<file path="src/rtl/ascon_pack.sv">
// ---------------------------------------------------------------------------
// ascon_pack
// Shared definitions for the ASCON-128 control FSM:
//   state_t        - the nine controller states
//   ROUND_A_START  - value the round counter loads on init_a (p^a, 12 rounds)
//   ROUND_B_START  - value the round counter loads on init_b (p^b, 6 rounds)
//   LAST_ROUND     - index of the final round of either permutation
//   counter_next   - next value of the sibling round counter for a given
//                    en/init_a/init_b; init_a wins over init_b
// ---------------------------------------------------------------------------
package ascon_pack;

   typedef enum logic [3:0] {
      S_IDLE       = 4'd0,
      S_INIT       = 4'd1,
      S_AD_WAIT    = 4'd2,
      S_AD_ROUNDS  = 4'd3,
      S_PT_WAIT    = 4'd4,
      S_PT_ROUNDS  = 4'd5,
      S_FINAL_WAIT = 4'd6,
      S_FINAL      = 4'd7,
      S_DONE       = 4'd8
   } state_t;

   localparam logic [3:0] ROUND_A_START = 4'd0;
   localparam logic [3:0] ROUND_B_START = 4'd6;
   localparam logic [3:0] LAST_ROUND    = 4'd11;

   function automatic logic [3:0] counter_next(input logic [3:0] round,
                                               input logic       en,
                                               input logic       init_a,
                                               input logic       init_b);
      logic [3:0] nxt;
      nxt = round;
      if (en) begin
         if (init_a)      nxt = ROUND_A_START;
         else if (init_b) nxt = ROUND_B_START;
         else             nxt = round + 4'd1;
      end
      return nxt;
   endfunction

endpackage

</file>
<file path="src/rtl/ascon_ctrl_fsm_if.sv">
// ---------------------------------------------------------------------------
// ascon_ctrl_fsm_if
// Bundles the controller's handshake, round-counter and datapath-strobe
// signals.
//   slave  : the controller side (consumes start/data_valid/round,
//            drives everything else)
//   master : the environment side (upstream data source, round counter,
//            permutation datapath)
//
// Data handshake: a block is transferred in exactly the cycle where
// data_valid_i && data_ready_o are both high. data_ready_o does not depend
// on data_valid_i, data_valid_i may be raised or dropped at any time, and
// data_valid_i is ignored whenever data_ready_o is low.
// ---------------------------------------------------------------------------
interface ascon_ctrl_fsm_if;
   logic       start_i;
   logic       data_valid_i;
   logic [3:0] round_i;
   logic       data_ready_o;
   logic       en_cpt_o;
   logic       init_a_o;
   logic       init_b_o;
   logic       perm_en_o;
   logic       load_init_o;
   logic       xor_data_o;
   logic       xor_key_begin_o;
   logic       xor_key_end_o;
   logic       xor_domain_o;
   logic       cipher_valid_o;
   logic       tag_valid_o;
   logic       done_o;

   modport slave (
      input  start_i, data_valid_i, round_i,
      output data_ready_o, en_cpt_o, init_a_o, init_b_o, perm_en_o,
             load_init_o, xor_data_o, xor_key_begin_o, xor_key_end_o,
             xor_domain_o, cipher_valid_o, tag_valid_o, done_o
   );

   modport master (
      output start_i, data_valid_i, round_i,
      input  data_ready_o, en_cpt_o, init_a_o, init_b_o, perm_en_o,
             load_init_o, xor_data_o, xor_key_begin_o, xor_key_end_o,
             xor_domain_o, cipher_valid_o, tag_valid_o, done_o
   );
endinterface

</file>
<file path="src/rtl/ascon_ctrl_fsm.sv">
// ---------------------------------------------------------------------------
// ascon_ctrl_fsm
// Sequencer for the ASCON-128 datapath: initialisation (p^a), associated
// data and plaintext absorption (p^b per block), finalisation (p^a).
// Drives the sibling round counter (en/init_a/init_b) and reads back its
// round index.
// Ports:
//   clock_i      - clock, rising edge
//   reset_i      - synchronous active-high reset
//   bus          - ascon_ctrl_fsm_if.slave (handshake, counter, strobes)
//   o_dbg_state  - current FSM state, for observation only
// Parameters:
//   NB_AD_BLOCKS - associated-data blocks (1..15)
//   NB_PT_BLOCKS - plaintext blocks incl. the one absorbed at finalisation
// ---------------------------------------------------------------------------
module ascon_ctrl_fsm
   import ascon_pack::*;
#(
   parameter int NB_AD_BLOCKS = 1,
   parameter int NB_PT_BLOCKS = 4
) (
   input  logic              clock_i,
   input  logic              reset_i,
   ascon_ctrl_fsm_if.slave   bus,
   output state_t            o_dbg_state
);

   // Last AD block index, and the last PT block index that goes through
   // PT_ROUNDS (the final PT block is absorbed in FINAL_WAIT instead).
   localparam logic [3:0] AD_LAST = 4'(NB_AD_BLOCKS - 1);
   localparam logic [3:0] PT_LAST = (NB_PT_BLOCKS >= 2) ? 4'(NB_PT_BLOCKS - 2) : 4'd0;

   state_t     r_state, w_next_state;
   logic [3:0] r_blk, w_blk_next;
   logic       r_cipher_valid, r_tag_valid;
   logic       w_cipher_set, w_tag_set;
   logic       w_last;

   logic w_ready, w_en, w_init_a, w_init_b, w_perm, w_load_init;
   logic w_xor_data, w_xor_kb, w_xor_ke, w_xor_dom, w_done;

   assign w_last = (bus.round_i == LAST_ROUND);

   always_ff @(posedge clock_i) begin
      if (reset_i) begin
         r_state        <= S_IDLE;
         r_blk          <= 4'd0;
         r_cipher_valid <= 1'b0;
         r_tag_valid    <= 1'b0;
      end else begin
         r_state        <= w_next_state;
         r_blk          <= w_blk_next;
         r_cipher_valid <= w_cipher_set;
         r_tag_valid    <= w_tag_set;
      end
   end

   always_comb begin
      w_next_state = r_state;
      w_blk_next   = r_blk;
      w_cipher_set = 1'b0;
      w_tag_set    = 1'b0;
      w_ready      = 1'b0;
      w_en         = 1'b0;
      w_init_a     = 1'b0;
      w_init_b     = 1'b0;
      w_perm       = 1'b0;
      w_load_init  = 1'b0;
      w_xor_data   = 1'b0;
      w_xor_kb     = 1'b0;
      w_xor_ke     = 1'b0;
      w_xor_dom    = 1'b0;
      w_done       = 1'b0;

      case (r_state)
         S_IDLE, S_DONE: begin
            w_done = (r_state == S_DONE);
            if (bus.start_i) begin
               w_en         = 1'b1;
               w_init_a     = 1'b1;
               w_blk_next   = 4'd0;
               w_next_state = S_INIT;
            end
         end
         S_INIT: begin
            w_perm      = 1'b1;
            w_en        = 1'b1;
            w_load_init = (bus.round_i == ROUND_A_START);
            if (w_last) begin
               w_xor_ke     = 1'b1;
               w_init_b     = 1'b1;
               w_next_state = S_AD_WAIT;
            end
         end
         S_AD_WAIT: begin
            // Counter parks at 6 while stalled; accepting a block runs
            // round 6 in this same cycle.
            w_ready = 1'b1;
            if (bus.data_valid_i) begin
               w_perm       = 1'b1;
               w_xor_data   = 1'b1;
               w_en         = 1'b1;
               w_next_state = S_AD_ROUNDS;
            end
         end
         S_AD_ROUNDS: begin
            w_perm = 1'b1;
            w_en   = 1'b1;
            if (w_last) begin
               if (r_blk != AD_LAST) begin
                  w_init_b     = 1'b1;
                  w_blk_next   = r_blk + 4'd1;
                  w_next_state = S_AD_WAIT;
               end else begin
                  w_xor_dom  = 1'b1;
                  w_blk_next = 4'd0;
                  if (NB_PT_BLOCKS > 1) begin
                     w_init_b     = 1'b1;
                     w_next_state = S_PT_WAIT;
                  end else begin
                     w_init_a     = 1'b1;
                     w_next_state = S_FINAL_WAIT;
                  end
               end
            end
         end
         S_PT_WAIT: begin
            w_ready      = 1'b1;
            w_cipher_set = bus.data_valid_i;
            if (bus.data_valid_i) begin
               w_perm       = 1'b1;
               w_xor_data   = 1'b1;
               w_en         = 1'b1;
               w_next_state = S_PT_ROUNDS;
            end
         end
         S_PT_ROUNDS: begin
            w_perm = 1'b1;
            w_en   = 1'b1;
            if (w_last) begin
               if (r_blk < PT_LAST) begin
                  w_init_b     = 1'b1;
                  w_blk_next   = r_blk + 4'd1;
                  w_next_state = S_PT_WAIT;
               end else begin
                  w_init_a     = 1'b1;
                  w_next_state = S_FINAL_WAIT;
               end
            end
         end
         S_FINAL_WAIT: begin
            w_ready      = 1'b1;
            w_cipher_set = bus.data_valid_i;
            if (bus.data_valid_i) begin
               w_perm       = 1'b1;
               w_xor_data   = 1'b1;
               w_xor_kb     = 1'b1;
               w_en         = 1'b1;
               w_next_state = S_FINAL;
            end
         end
         S_FINAL: begin
            w_perm = 1'b1;
            w_en   = 1'b1;
            if (w_last) begin
               w_xor_ke     = 1'b1;
               w_tag_set    = 1'b1;
               w_next_state = S_DONE;
            end
         end
         default: w_next_state = S_IDLE;
      endcase
   end

   assign bus.data_ready_o    = w_ready;
   assign bus.en_cpt_o        = w_en;
   assign bus.init_a_o        = w_init_a;
   assign bus.init_b_o        = w_init_b;
   assign bus.perm_en_o       = w_perm;
   assign bus.load_init_o     = w_load_init;
   assign bus.xor_data_o      = w_xor_data;
   assign bus.xor_key_begin_o = w_xor_kb;
   assign bus.xor_key_end_o   = w_xor_ke;
   assign bus.xor_domain_o    = w_xor_dom;
   assign bus.cipher_valid_o  = r_cipher_valid;
   assign bus.tag_valid_o     = r_tag_valid;
   assign bus.done_o          = w_done;
   assign o_dbg_state         = r_state;

endmodule

</file>
<file path="src/flat_wrapper.sv">
// flat-port wrapper written by rule: the top's interface ports become plain ports
module ascon_ctrl_fsm_flat import ascon_pack::*;
#(
   parameter int NB_AD_BLOCKS = 1,
   parameter int NB_PT_BLOCKS = 4
)
  (clock_i, reset_i, o_dbg_state, bus_start_i, bus_data_valid_i, bus_round_i, bus_data_ready_o, bus_en_cpt_o, bus_init_a_o, bus_init_b_o, bus_perm_en_o, bus_load_init_o, bus_xor_data_o, bus_xor_key_begin_o, bus_xor_key_end_o, bus_xor_domain_o, bus_cipher_valid_o, bus_tag_valid_o, bus_done_o);
  ascon_ctrl_fsm_if bus_i ();
  input  logic clock_i;
  input  logic reset_i;
  output state_t o_dbg_state;
  input wire logic [$bits(bus_i.start_i)-1:0] bus_start_i;
  input wire logic [$bits(bus_i.data_valid_i)-1:0] bus_data_valid_i;
  input wire logic [$bits(bus_i.round_i)-1:0] bus_round_i;
  output wire logic [$bits(bus_i.data_ready_o)-1:0] bus_data_ready_o;
  output wire logic [$bits(bus_i.en_cpt_o)-1:0] bus_en_cpt_o;
  output wire logic [$bits(bus_i.init_a_o)-1:0] bus_init_a_o;
  output wire logic [$bits(bus_i.init_b_o)-1:0] bus_init_b_o;
  output wire logic [$bits(bus_i.perm_en_o)-1:0] bus_perm_en_o;
  output wire logic [$bits(bus_i.load_init_o)-1:0] bus_load_init_o;
  output wire logic [$bits(bus_i.xor_data_o)-1:0] bus_xor_data_o;
  output wire logic [$bits(bus_i.xor_key_begin_o)-1:0] bus_xor_key_begin_o;
  output wire logic [$bits(bus_i.xor_key_end_o)-1:0] bus_xor_key_end_o;
  output wire logic [$bits(bus_i.xor_domain_o)-1:0] bus_xor_domain_o;
  output wire logic [$bits(bus_i.cipher_valid_o)-1:0] bus_cipher_valid_o;
  output wire logic [$bits(bus_i.tag_valid_o)-1:0] bus_tag_valid_o;
  output wire logic [$bits(bus_i.done_o)-1:0] bus_done_o;
  assign bus_i.start_i = bus_start_i;
  assign bus_i.data_valid_i = bus_data_valid_i;
  assign bus_i.round_i = bus_round_i;
  assign bus_data_ready_o = bus_i.data_ready_o;
  assign bus_en_cpt_o = bus_i.en_cpt_o;
  assign bus_init_a_o = bus_i.init_a_o;
  assign bus_init_b_o = bus_i.init_b_o;
  assign bus_perm_en_o = bus_i.perm_en_o;
  assign bus_load_init_o = bus_i.load_init_o;
  assign bus_xor_data_o = bus_i.xor_data_o;
  assign bus_xor_key_begin_o = bus_i.xor_key_begin_o;
  assign bus_xor_key_end_o = bus_i.xor_key_end_o;
  assign bus_xor_domain_o = bus_i.xor_domain_o;
  assign bus_cipher_valid_o = bus_i.cipher_valid_o;
  assign bus_tag_valid_o = bus_i.tag_valid_o;
  assign bus_done_o = bus_i.done_o;
  ascon_ctrl_fsm #(.NB_AD_BLOCKS(NB_AD_BLOCKS), .NB_PT_BLOCKS(NB_PT_BLOCKS)) u_core (.clock_i(clock_i), .reset_i(reset_i), .bus(bus_i), .o_dbg_state(o_dbg_state));
endmodule
</file>
<file path="config.mk">
export PLATFORM = sky130hd
export DESIGN_NAME = ascon_ctrl_fsm_flat
export DESIGN_NICKNAME = d
export VERILOG_FILES = /design/src/rtl/ascon_pack.sv /design/src/rtl/ascon_ctrl_fsm_if.sv /design/src/rtl/ascon_ctrl_fsm.sv /design/src/flat_wrapper.sv
export SDC_FILE = /design/constraint.sdc
export NUM_CORES = 1
export LEC_CHECK = 0
export CAP_MARGIN = 15
export CORE_UTILIZATION = 43
export DETAILED_ROUTE_END_ITERATION = 16
export DONT_BUFFER_PORTS = 1
export GPL_ROUTABILITY_DRIVEN = 0
export PLACE_DENSITY = 0.64
export SYNTH_ARGS = -nofsm -noshare
export SYNTH_HDL_FRONTEND = slang
export SYNTH_SLANG_ARGS = --single-unit
</file>
<file path="constraint.sdc">
create_clock -name clock_i -period 1.9 [get_ports clock_i]
set_clock_uncertainty 0.2 [all_clocks]
set_input_delay 0.095 -clock clock_i [delete_from_list [all_inputs] [get_ports clock_i]]
set_output_delay 0.095 -clock clock_i [all_outputs]
set_load 0.05 [all_outputs]
</file>
## After elaboration in Yosys (flattened, before gate mapping)

Cells that the tools add are included.

- Equality and inequality tests: 18
- Magnitude comparators: 1
- Muxes and demuxes: 37
- Bitwise logic cells: 2
- Add/sub/neg operators: 1
- Reductions and logical operators: 14

Operators with widths:

| operator | count |
|---|---|
| $mux 4 | 13 |
| $pmux 4 s8 | 1 |
| $eq 4x3->1 const B | 4 |
| $mux 1 | 16 |
| $pmux 4 s3 | 1 |
| $reduce_or 2->1 | 6 |
| $ne 2x1->1 const B | 5 |
| $eq 4x2->1 const B | 2 |
| $eq 4x4->1 const B | 2 |
| $logic_not 4->1 | 2 |
| $ne 2x2->1 const B | 4 |
| $reduce_and 8->1 | 1 |
| $pmux 1 s2 | 3 |
| $reduce_and 5->1 | 1 |
| $add 4x1->4 const B | 1 |
| $eq 4x1->1 const B | 1 |
| $lt 4x2->1 const B | 1 |
| $reduce_bool 4->1 | 1 |
| $reduce_or 4->1 | 1 |
| $mux 3 | 1 |
| $pmux 1 s3 | 1 |
| $reduce_bool 3->1 | 1 |
| $reduce_or 3->1 | 1 |
| $mux 2 | 1 |
| $not 1->1 | 2 |

- Flip-flop bits (word level): 10
- Logic and storage cells: 77
- Output and inout bits: 17
- Input bits: 8

## Longest topological paths before layout

Gate-level depths: netlist of the first run.

- Depth after elaboration: 4
- Mapped depth: 6
- Mapped depth without buffers: 6

## Least setup slack after synthesis of the first run

Ideal clock, no wire load.

- Path kind: reg-to-output
- From: register u_core.r_state[2] (netlist: u_core.o_dbg_state[2])
- To: output bus_en_cpt_o
- Slack: -1.210 ns
- Arrival: 2.815 ns
- Buffers on the path: 1
- Data required time: 1.605 ns
- Cell stages (with the launch flop): 5
- Path through: dfxtp_1 > clkbuf_1 > nor2_1 > o21ai_0 > nand2b_1

- Cells in the longest elaborated chain, start to end: 3
- Elaborated cells on any way between the ends: 13
- Classes of those cells: 8 x eq/ne; 1 x mux; 4 x reduce/logical

Ends and longest elaborated chain:

| item | line | source |
|---|---|---|
| start, declared | ascon_ctrl_fsm.sv:33 | `state_t r_state, w_next_state;` |
| start signal, assigned | ascon_ctrl_fsm.sv:51 | `r_state <= w_next_state;` |
| $eq 4x1->1 (tied with other cells) | ascon_ctrl_fsm.sv:75 | `case (r_state)` |
| $reduce_or 4->1 (no source line) (tied with other cells) | - |  |
| $pmux 1 s3 * | ascon_ctrl_fsm.sv:75 |  |
| end, declared | flat_wrapper.sv:16 | `output wire logic [$bits(bus_i.en_cpt_o)-1:0] bus_en_cpt_o;` |

Every way passes the cells marked *; elsewhere a longest branch is shown, timed or not.

## Worst setup path in the final report of the first run

- From: register u_core.r_state[1] (netlist: u_core.o_dbg_state[1])
- To: output bus_en_cpt_o

Same word-level chain as after synthesis.

==> results of run 1 <==
[state kept, by name, summed over array words and instances (netlist names)]
name,count
u_core.o_dbg_state,4
u_core.bus.tag_valid_o,1
u_core.r_blk,4
u_core.bus.cipher_valid_o,1
[logic make-up (layout without fill, tap and decap cells)]
logic type / count (synthesis) / in the layout / synth area share, %
adders and majority gates: 2 / 2 / 3.45
buffers and inverters: 11 / 31 / 6.90
DFF: 10 / 10 / 27.6
and+or+nand+nor: 43 / 43 / 37.8
AOI/OAI and AO/OA: 24 / 24 / 24.3
[final cells by class]
class | count | area share, %
Inverter | 6 | 2.02
Tap cell | 16 | 1.80
Timing Repair Buffer | 21 | 24.1
Multi-Input combinational cell | 69 | 50.5
Clock buffer | 4 | 3.25
Sequential cell | 10 | 18.3
[synth_stat cells (all sizes together), types with 2 or more instances]
cell type | count | share of area (%)
dfxtp | 10 | 28
a21oi | 6 | 4.1
inv | 6 | 3.1
nand2 | 6 | 3.1
nor3 | 6 | 4.1
nor2 | 5 | 2.6
o21ai | 4 | 3.8
clkbuf | 3 | 1.6
nand2b | 3 | 2.6
nor3b | 3 | 3.1
or4b | 3 | 4.7
a21o | 2 | 2.1
a22oi | 2 | 2.1
buf | 2 | 2.2
ha | 2 | 3.4
nand3 | 2 | 1.4
nand3b | 2 | 2.1
o32ai | 2 | 2.4
or3 | 2 | 1.7
or4 | 2 | 2.1
[through the flow]
step / hold WS (ns) / util, % / power [mW] / setup slack [ns] / TNS [ns]
after floorplan: 0.0688 / - / 0.310 / -0.157 / -0.279
after global placement: -0.0420 / 66.9 / 0.350 / 0.202 / 0
after CTS: 0.0866 / 71.8 / 0.567 / -0.00654 / -0.00654
final: 0.0794 / 72.3 / 0.568 / -0.0257 / -0.0257
after detailed placement: -0.0360 / 66.9 / 0.351 / 0.160 / 0
after global routing: 0.102 / 72.3 / 0.584 / -0.0889 / -0.244
[power by group through the flow]
stage | Sequential (mW) | Clock, mW | Combinational [mW]
floorplan | 0.228 | 0 | 0.0825
global placement | 0.223 | 0 | 0.126
detailed placement | 0.223 | 0 | 0.128
CTS | 0.218 | 0.211 | 0.137
global route | 0.219 | 0.220 | 0.145
finish | 0.219 | 0.211 | 0.139
[worst max-delay path, cell delays in order, from the launching register on]
cell and delay [ns]:
dfxtp_1 0.43, nor2_1 0.43, o21ai_4 0.11, nand2b_2 0.21
buf_12 0.15
[worst min-delay path by stage]
stage                        start  slack, ns               endpoint  depth (start not counted)
floorplan              bus_start_i       0.07  u_core.o_dbg_state[3]                          2
CTS                 bus_round_i[0]       0.09  u_core.o_dbg_state[3]                          3
global route        bus_round_i[0]       0.10  u_core.o_dbg_state[3]                          3
global placement           reset_i      -0.04  u_core.o_dbg_state[3]                          1
finish              bus_round_i[0]       0.08  u_core.o_dbg_state[3]                          3
detailed placement         reset_i      -0.04  u_core.o_dbg_state[0]                          1
[layer usage]
metal,global-route usage [%],up-vias
met2,35.2,27
met5,0,-
li1,-,378
met3,7.23,7
met4,10.9,0
met1,31.1,387
[repair_timing]
| item | 4_1_cts | 5_1_grt |
|---|---|---|
| endpoints found under the hold margin | 10 | 0 |
| hold buffers | 3 | 0 |
| setup endpoints to repair | 2 | 4 |
| cloned | 0 | 0 |
| resized for setup | 2 | 2 |
| setup buffers | 0 | 0 |
[layout by cell type, fill, tap and decap left out, types with 3 or more instances in the layout]
master         instances
buf_4                  9
buf_12                 8
dfxtp_1                7
inv_1                  6
nand2_1                6
nor2_1                 4
nor3_1                 3
a21oi_1                3
clkbuf_4               3
dlygate4sd3_1          3
dfxtp_2                3
==> results.toml, run 1 <==
[run]
max-cap-violations = 0

[sta]
slew_violations = 0
setup_viol = 1
tightest_slew_ns = 0.482
slew_headroom_pct = 67.7
period_share_pct = 101
period_needed_ns = 1.93
rsz0062_at_grt = "yes"
fmax_mhz = 519
timing.final.hold_violations = 0
finalWorstSetupSlack_ns = -0.0257

[place]
place_inst = 119
place_hpwl_mm = 1.43
dpl_cell_area_um2 = 1030
io_buffers = 0

[die]
fp.dieH_um = 43.1
ios = 25
row_count = 14
start_util_pct = 47.1
die_x_um = 43.1
die_area_um2 = 1860
core_um2 = 1540

[clock_network]
cts_root_buffer = "clkbuf_4"
cts.sinks = 10
cts_buffer_depth = 2
cts_made_buffers = 3
path_clk_slew_ns = 0.08
tritoncts = "yes"
h-tree-depth = 1
clk_latency_ns = 0.29

[global_route]
grt_pass1_wl_mm = 3.19
grt_overflow = 0
grt_pass1_vias = 694
track_usage_pct = 23.7
grt_max_degree = 14
antenna_found_initial = 0

[detailed_routing]
met3_length_um = 104
drt_first_iter_violations = 25
drt-total-wl_mm = 2.01
num_vias = 799
drc_errors = 0
ant_nets = 0
highest_layer = "met4"
wl_met1_um = 940
wl_per_cell_um = 15.9
first_pass_iters = 4
wl_met2_um = 905
via_per_inst = 6.34

[status]
status = "complete, but fails checks"
violations = "negative setup slack"

[cells_and_area]
stdcell_count = 126
multi_input_area_um2 = 563
antennaDiodeCount = 0
drive_above_1_share_pct = 40.0
area_growth_syn_to_layout_pct = 53.6
seq_area_um2 = 204
final_area_um2 = 1110
nNetsFinal = 121
fillCellCount = 109

[critical_path]
reg2reg_slack_ns = 0.15
startpoint = "u_core.o_dbg_state[1]"
rr_startpoint = "u_core.o_dbg_state[1]"
rr_worst_depth = 4
cp_max_fo = 12
crit_end = "bus_en_cpt_o"
endpoint_kind = "output port"
rr_endpoint = "u_core.r_blk[2]"
crit_path_start_kind = "flop"
critPathKind = "reg -> out"
crit_arrival_ns = 1.63
required_ns = 1.60

[pwr]
power_frac_clock_pct = 37.1
p_seq_share_pct = 38.5
swShare_pct = 32.2
p_leak_nw = 0.398
p_int_mw = 0.385
power_frac_comb_pct = 24.4
powerDensity_nw_per_um2 = 510
switchingPower_mw = 0.183
ir_worst_vdd_mv = 0.538

[synthesis]
netlist_instances = 90
ys_types = 40
seq_area_frac_synth_pct = 27.6
synth_nets = 100
synth_edf_count = 0
syn_area_um2 = 726
synth_warnings = 0
avgSynthCellArea_um2 = 8.06
async_flop_share_pct = 0
synth_ff_type = "dfxtp_1"
synth-seq-cells = 10

[hold_path]
hp-class = "in -> reg"
No activity file was read; power rests on OpenSTA's default activity.
==> run 2, diff against run 1 <==
- ABC_AREA: unset -> 0
- GPL_TIMING_DRIVEN: unset -> 0
- TNS_END_PERCENT: unset -> 20
==> results.toml, run 2 (synthesis results as in run 1) <==
[status]
status = "complete, but fails checks"
violations = "negative setup slack"

[clock_network]
clk_latency_ns = 0.27
tritoncts = "yes"
cts.sinks = 10
cts_buffer_depth = 2
cts_root_buffer = "clkbuf_4"
h-tree-depth = 1
path_clk_slew_ns = 0.07
cts_made_buffers = 3

[detailed_routing]
wl_per_cell_um = 19.1
drc_errors = 0
drt_first_iter_violations = 54
ant_nets = 0
via_per_inst = 6.92
first_pass_iters = 4
drt-total-wl_mm = 2.27
num_vias = 824

[cells_and_area]
nNetsFinal = 115
area_growth_syn_to_layout_pct = 51.7
drive_above_1_share_pct = 46.6
mostFrequentLayoutCells = "inv_1 (6), buf_4 (6), dlygate4sd3_1 (4), dfxtp_1 (4), dfxtp_4 (4)"
final_util_pct = 71.4
stdcell_count = 119
antennaDiodeCount = 0
final_area_um2 = 1100

[place]
dpl_cell_area_um2 = 785
place_inst = 106
io_buffers = 0
place_hpwl_mm = 1.28

[pwr]
power.total_mw = 0.502
power_frac_comb_pct = 26.6
ir_worst_vdd_mv = 0.385
p_int_mw = 0.332
swShare_pct = 33.8
power_frac_clock_pct = 29.3
p_leak_nw = 0.382
switchingPower_mw = 0.170
powerDensity_nw_per_um2 = 456
p_seq_share_pct = 44.1

[die]
start_util_pct = 47.1
ios = 25
die_x_um = 43.1
die_area_um2 = 1860
core_um2 = 1540
row_count = 14
fp.dieH_um = 43.1

[critical_path]
crit_path_start_kind = "flop"
cp_max_fo = 10
crit_arrival_ns = 1.69
reg2reg_slack_ns = 0.02
required_ns = 1.60
endpoint_kind = "output port"
critPathKind = "reg -> out"

[sta]
fmax_mhz = 504
timing.final.hold_violations = 0
period_needed_ns = 1.98
period_share_pct = 104
slew_violations = 0
finalWorstSetupSlack_ns = -0.0823
rsz0062_at_grt = "yes"
setup_viol = 5
tightest_slew_ns = 0.564
slew_headroom_pct = 62.4

[global_route]
grt_overflow = 0
track_usage_pct = 27.2
grt_pass1_wl_mm = 3.77
grt_max_degree = 11
grt_pass1_vias = 770
antenna_found_initial = 0

[run]
max-cap-violations = 0

[hold_path]
hp-class = "in -> reg"
[run 2: worst max-delay path, cell delays in order (launching register included)]
cell and delay (ns):
dfxtp_4 0.47, buf_6 0.19, nor2_4 0.08, o21ai_4 0.37, nand2b_4 0.31
[run 2: power groups by stage]
stage	clock [mW]	sequential (mW)	combinational (mW)
after detailed placement	0	0.228	0.0864
after CTS	0.147	0.221	0.126
after floorplan	0	0.227	0.0763
final	0.147	0.221	0.134
after global routing	0.159	0.222	0.139
after global placement	0	0.228	0.0860
[run 2: layer usage]
metal | GRT usage, % | routed length, um
met1 | 34.6 | 875
met2 | 44.2 | 1080
met3 | 7.66 | 254
met4 | 7.88 | 62
met5 | 0 | 0
[run 2: area by class of cell]
type,instances,area (um^2)
Fill cell,108,440
Sequential cell,10,218
Clock buffer,3,22.5
Buffer,5,80.1
Timing Repair Buffer,10,85.1
Tap cell,16,20.0
Multi-Input combinational cell,69,653
Inverter,6,22.5
[run 2: worst paths after layout]
| kind | start | endpoint | cells after the start |
|---|---|---|---|
| max reg2reg | u_core.o_dbg_state[0] | u_core.bus.cipher_valid_o | 6 |
| max | u_core.o_dbg_state[1] | bus_en_cpt_o | 4 |
| min | reset_i | u_core.r_blk[1] | 2 |
| min reg2reg | u_core.r_blk[0] | u_core.r_blk[0] | 1 |
[run 2: stage by stage]
step	setup slack (ns)	hold slack, ns	setup TNS, ns
6_report	-0.0823	0.0950	-0.210
5_1_grt	-0.118	0.124	-0.531
4_1_cts	-0.0860	0.0665	-0.265
3_5_place_dp	-0.420	0.0890	-3.09
3_3_place_gp	-0.420	0.0917	-2.93
2_1_floorplan	-0.257	0.0763	-1.16
[run 2: what timing repair did]
item	in CTS	in global routing
resized for setup	45	6
buffers inserted	5	1
hold buffers	4	0
hold endpoints to repair	6	0
pin swaps	6	4
endpoints found under the setup margin	17	8
